**src/rtl/switch_pkg.sv**
```systemverilog
// Shared switch definitions: default port count and the VOQ picker state type.
package switch_pkg;

  localparam int NUM_PORTS_DEF = 4;

  typedef enum logic {
    PICK_IDLE  = 1'b0,
    PICK_OFFER = 1'b1
  } picker_state_e;

endpackage

```
**src/rtl/rr_find_first.sv**
```systemverilog
// Rotating-priority first-set finder: starting at start_i and wrapping modulo N,
// report whether any request bit is set and the index of the first one.
module rr_find_first #(
  parameter int N = 4,
  parameter int W = $clog2(N)
) (
  input  logic [N-1:0] req_i,
  input  logic [W-1:0] start_i,
  output logic         found_o,
  output logic [W-1:0] index_o
);

  logic [N-1:0] rot;
  logic [W:0]   sum;

  // Rotate so bit 0 is the start position, then take the lowest set offset
  // and map it back to an absolute index with an exact modulo-N wrap.
  always_comb begin
    rot     = N'({req_i, req_i} >> start_i);
    found_o = |rot;
    sum     = '0;
    index_o = '0;
    for (int k = N - 1; k >= 0; k--) begin
      if (rot[k]) begin
        sum = {1'b0, start_i} + (W + 1)'(k);
        if (sum >= (W + 1)'(N)) begin
          sum = sum - (W + 1)'(N);
        end
        index_o = sum[W-1:0];
      end
    end
  end

endmodule

```
**src/rtl/voq_rr_picker.sv**
```systemverilog
// VOQ round-robin picker: on a pick request, offers the first non-empty,
// not-yet-picked VOQ at or after the rotating pointer, holds the offer until
// the downstream accepts or rejects, and advances the pointer past accepted
// winners only.
module voq_rr_picker
  import switch_pkg::*;
#(
  parameter int NUM_PORTS = NUM_PORTS_DEF,
  parameter int PORT_W    = $clog2(NUM_PORTS)
) (
  input  logic                 clk,
  input  logic                 reset_n,
  input  logic                 pick_req,
  input  logic [NUM_PORTS-1:0] voq_empty,
  input  logic [NUM_PORTS-1:0] voq_picked,
  input  logic                 pick_accept,
  input  logic                 pick_reject,
  output logic                 pick_valid,
  output logic [PORT_W-1:0]    voq_to_pick,
  output logic                 no_available_voq,
  output logic [PORT_W-1:0]    rr_ptr
);

  picker_state_e        state_q;
  logic                 valid_q;
  logic                 noav_q;
  logic [PORT_W-1:0]    voq_q;
  logic [PORT_W-1:0]    ptr_q;
  logic [PORT_W-1:0]    ptr_d;
  logic [NUM_PORTS-1:0] eligible;
  logic                 found;
  logic [PORT_W-1:0]    winner;

  assign eligible = ~voq_empty & ~voq_picked;

  rr_find_first #(
    .N(NUM_PORTS),
    .W(PORT_W)
  ) u_find (
    .req_i   (eligible),
    .start_i (ptr_q),
    .found_o (found),
    .index_o (winner)
  );

  // Pointer to use after an accept: one past the held winner, wrapping exactly.
  always_comb begin
    ptr_d = (voq_q == PORT_W'(NUM_PORTS - 1)) ? '0 : voq_q + 1'b1;
  end

  // Picker FSM with all outputs registered; the offer is frozen while in OFFER.
  always_ff @(posedge clk or negedge reset_n) begin
    if (!reset_n) begin
      state_q <= PICK_IDLE;
      valid_q <= 1'b0;
      noav_q  <= 1'b0;
      voq_q   <= '0;
      ptr_q   <= '0;
    end else begin
      noav_q <= 1'b0;
      case (state_q)
        PICK_IDLE: begin
          if (pick_req) begin
            if (found) begin
              state_q <= PICK_OFFER;
              valid_q <= 1'b1;
              voq_q   <= winner;
            end else begin
              noav_q  <= 1'b1;
            end
          end
        end
        PICK_OFFER: begin
          if (pick_accept) begin
            state_q <= PICK_IDLE;
            valid_q <= 1'b0;
            ptr_q   <= ptr_d;
          end else if (pick_reject) begin
            state_q <= PICK_IDLE;
            valid_q <= 1'b0;
          end
        end
        default: begin
          state_q <= PICK_IDLE;
          valid_q <= 1'b0;
        end
      endcase
    end
  end

  assign pick_valid       = valid_q;
  assign voq_to_pick      = voq_q;
  assign no_available_voq = noav_q;
  assign rr_ptr           = ptr_q;

endmodule
```
**config.mk**
```make
export PLATFORM = sky130hd
export DESIGN_NAME = voq_rr_picker
export DESIGN_NICKNAME = d
export VERILOG_FILES = /design/src/rtl/switch_pkg.sv /design/src/rtl/rr_find_first.sv /design/src/rtl/voq_rr_picker.sv
export SDC_FILE = /design/constraint.sdc
export NUM_CORES = 1
export LEC_CHECK = 0
export CORE_AREA = 10 10 47 49
export DETAILED_ROUTE_END_ITERATION = 7
export DIE_AREA = 0 0 57 59
export PLACE_DENSITY_LB_ADDON = 0.1
export SLEW_MARGIN = 20
export SYNTH_ARGS = -nofsm -noshare
export SYNTH_HDL_FRONTEND = slang
export SYNTH_SLANG_ARGS = --single-unit
```
**constraint.sdc**
```tcl
create_clock -name clk -period 2.35 [get_ports clk]
set_input_delay 0.47 -clock clk [delete_from_list [all_inputs] [get_ports clk]]
set_output_delay 0.47 -clock clk [all_outputs]
set_load 0.03 [all_outputs]
```
==> metrics.txt <==
height of the die=around 59 um; post-route setup slack=0.472 ns; Buf+Inv Stages, Crit Path=1; clock-pin slew on the worst setup and hold paths=0.05 ns; Seq. cell area=175 um2; cell with the most instances after synthesis=nand2_1; fin nets=78; Iter 0 DRT Violations=9; n_diodes=0; FFs w/ async S/R, synth=between 90% and 100%; Setup crit end kind=output port; Multi-input gate area=205 um2; post-route clock period utilization=around 80%; Power Dens Cells=approximately 900 nW/um2; finished layout cell area=around 610 um2; GPL Wtd Cong=roughly 0.75; initial antenna violation count=0; clk_lat worst skew=between 0.2 and 0.25 ns; Max clock buf depth=2; final hold violations=0; Yosys cell types=18; post-cts sizing count=0; number of flops mapped to enable cells by yosys=0; top post-synthesis cells by area=dfrtp_1 (46%), nand2_1 (7.9%), o31ai_4 (5.6%); post-CTS setup repair buffer count=0; slew margin rel.=~74%; most frequent cells after synthesis=nand2_1 (8), dfrtp_1 (7), nor2_1 (5); fin cells=79; # placed instances=75; share of cells above drive strength 1=7.94%; syn_nets=55; final WL=about 1100 um; Area after DPL=581 um2; slowest CP cell=clkdlybuf4s50_1; Fmax=between 0.5 and 0.6 GHz; worst path required time=around 1.9 ns; crit-path max cell delay=just over 0.7 ns; Crit Path Max Fanout=7; Overall Global Routing Usage=around 6.8%; Mapped Area=around 380 um2; starting density of the core=between 20 and 30%; cell count after synthesis=slightly above 40; Root Buffer=clkbuf_4; # setup viols final=0; worst slack, placed=0.587 ns; clk_skew=around 0.0010 ns; grt total ovfl=0; RSZ-0062 raised after global routing=no; Final Max Tran Viols=0; outcome=finished clean; largest net degree at the start of global routing=8; register area share after synthesis=a little under half; Avg Cell Area, Syn=between 9 and 10 um2; Die ar.=~3400 um2; Area growth syn-to-layout=59.5%; DR WL/cell=14.0 um; FP Rows=14; DRC viols=0; # H-tree levels=1; routed via count=between 300 and 400; CP Launch Type=flip-flop; clock net sink count=7; Via density=4.87; shortest period the worst path allows=roughly 1.9 ns; Max VDD drop=480 uV; Detailed Place HPWL=roughly 890 um; Synth top area share=46.1%; cell taking the most area after synthesis=dfrtp_1; Most used DFF post-synth=dfrtp_1; Crit Path Class=flip-flop to output port; Yosys reg bits=7; max-cap violation count=0; I/O pin cnt=19; Least-Margin Pin Slew=slightly below 0.4 ns; # port buffers=18; hold slack=0.482 ns; Hold Buf Count CTS=0; fillers=roughly 150; first-pass GRT wire length=1790 um; Die W=roughly 57 um; Synth Warn #=0; vias in the first global route=between 300 and 400; cells along the critical path=clkdlybuf4s50_1; CTS tree=done; total CTS buffers=3; DR pass1 iterations=4; crit path DAT=roughly 1.4 ns; ANT nets after route=0; CP delay by family, top=buffers and inverters; leakage=~0.24 nW; min-delay worst type=input pin to asynchronous set/reset pin; final setup TNS=0 ns; core box area=1400 um2
==> sequential cells by signal, indices dropped and copies added, names as in the netlist <==
signal and cells:
rr_ptr 2, voq_to_pick 2, no_available_voq 1, pick_valid 1
state_q 1
==> per-stage QoR <==
step,util (%),power (mW)
4_1_cts,43.3,0.547
3_5_place_dp,41.4,0.433
2_1_floorplan,-,0.318
3_3_place_gp,41.4,0.436
6_report,43.3,0.539
5_1_grt,43.3,0.575
==> per-layer routing <==
| layer | vias to the layer above | global-route usage, % | part of all wire, % |
|---|---|---|---|
| met5 | - | 0 | 0 |
| met4 | 0 | 3.02 | 0.45 |
| met3 | 2 | 3.86 | 8.6 |
| met2 | 11 | 10.9 | 47 |
| met1 | 174 | 7.16 | 44 |
| li1 | 198 | - | - |
==> power by group <==
part           switching, mW  internal [mW]  leakage [nW]
Clock                 0.0435         0.0647        0.0150
Sequential            0.0427          0.155        0.0862
Combinational          0.123          0.110         0.142
Total                  0.209          0.329         0.243
==> cells in the final DEF, fill, tap and decap left out <==
cell type,instances
a21oi_1,2
and2b_1,1
clkbuf_1,1
clkbuf_4,3
clkdlybuf4s50_1,18
dfrtp_1,7
ha_1,1
mux2_2,1
nand2_1,8
nand2b_1,1
nor2_1,5
nor3_1,3
nor3b_1,1
nor4_1,1
o21ai_0,4
o221ai_1,1
o22ai_1,1
o2bb2ai_1,1
o31ai_1,1
o31ai_4,1
or4_1,1
==> area by class of cell <==
class / instances / share of cell area, %
flip-flops and latches: 7 / 28.9
well taps: 16 / 3.30
clock buffers: 4 / 4.33
multi-input cells: 34 / 33.8
repair buffers: 18 / 29.7
==> final timing paths <==
kind,cells past startpoint,end,slack [ns],startpoint
worst min-delay path,1,pick_valid$_DFFE_PN0P_,0.48,reset_n
worst min register to register,2,pick_valid$_DFFE_PN0P_,0.50,pick_valid$_DFFE_PN0P_
worst max-delay path,1,rr_ptr[1],0.47,rr_ptr[1]$_DFFE_PN0P_
min in group clk,2,pick_valid$_DFFE_PN0P_,0.50,pick_valid$_DFFE_PN0P_
max in group asynchronous,1,voq_to_pick[1]$_DFFE_PN0P_,1.63,reset_n
worst max register to register,3,voq_to_pick[0]$_DFFE_PN0P_,1.10,rr_ptr[1]$_DFFE_PN0P_
==> cell families after synthesis <==
| family | after synthesis | synth area share [%] |
|---|---|---|
| fa+ha+maj | 1 | 3.29 |
| simple gates | 21 | 26.0 |
| compound gates | 11 | 21.7 |
| mux | 1 | 2.96 |
| flops | 7 | 46.1 |
(Power assumes the default switching activity.)
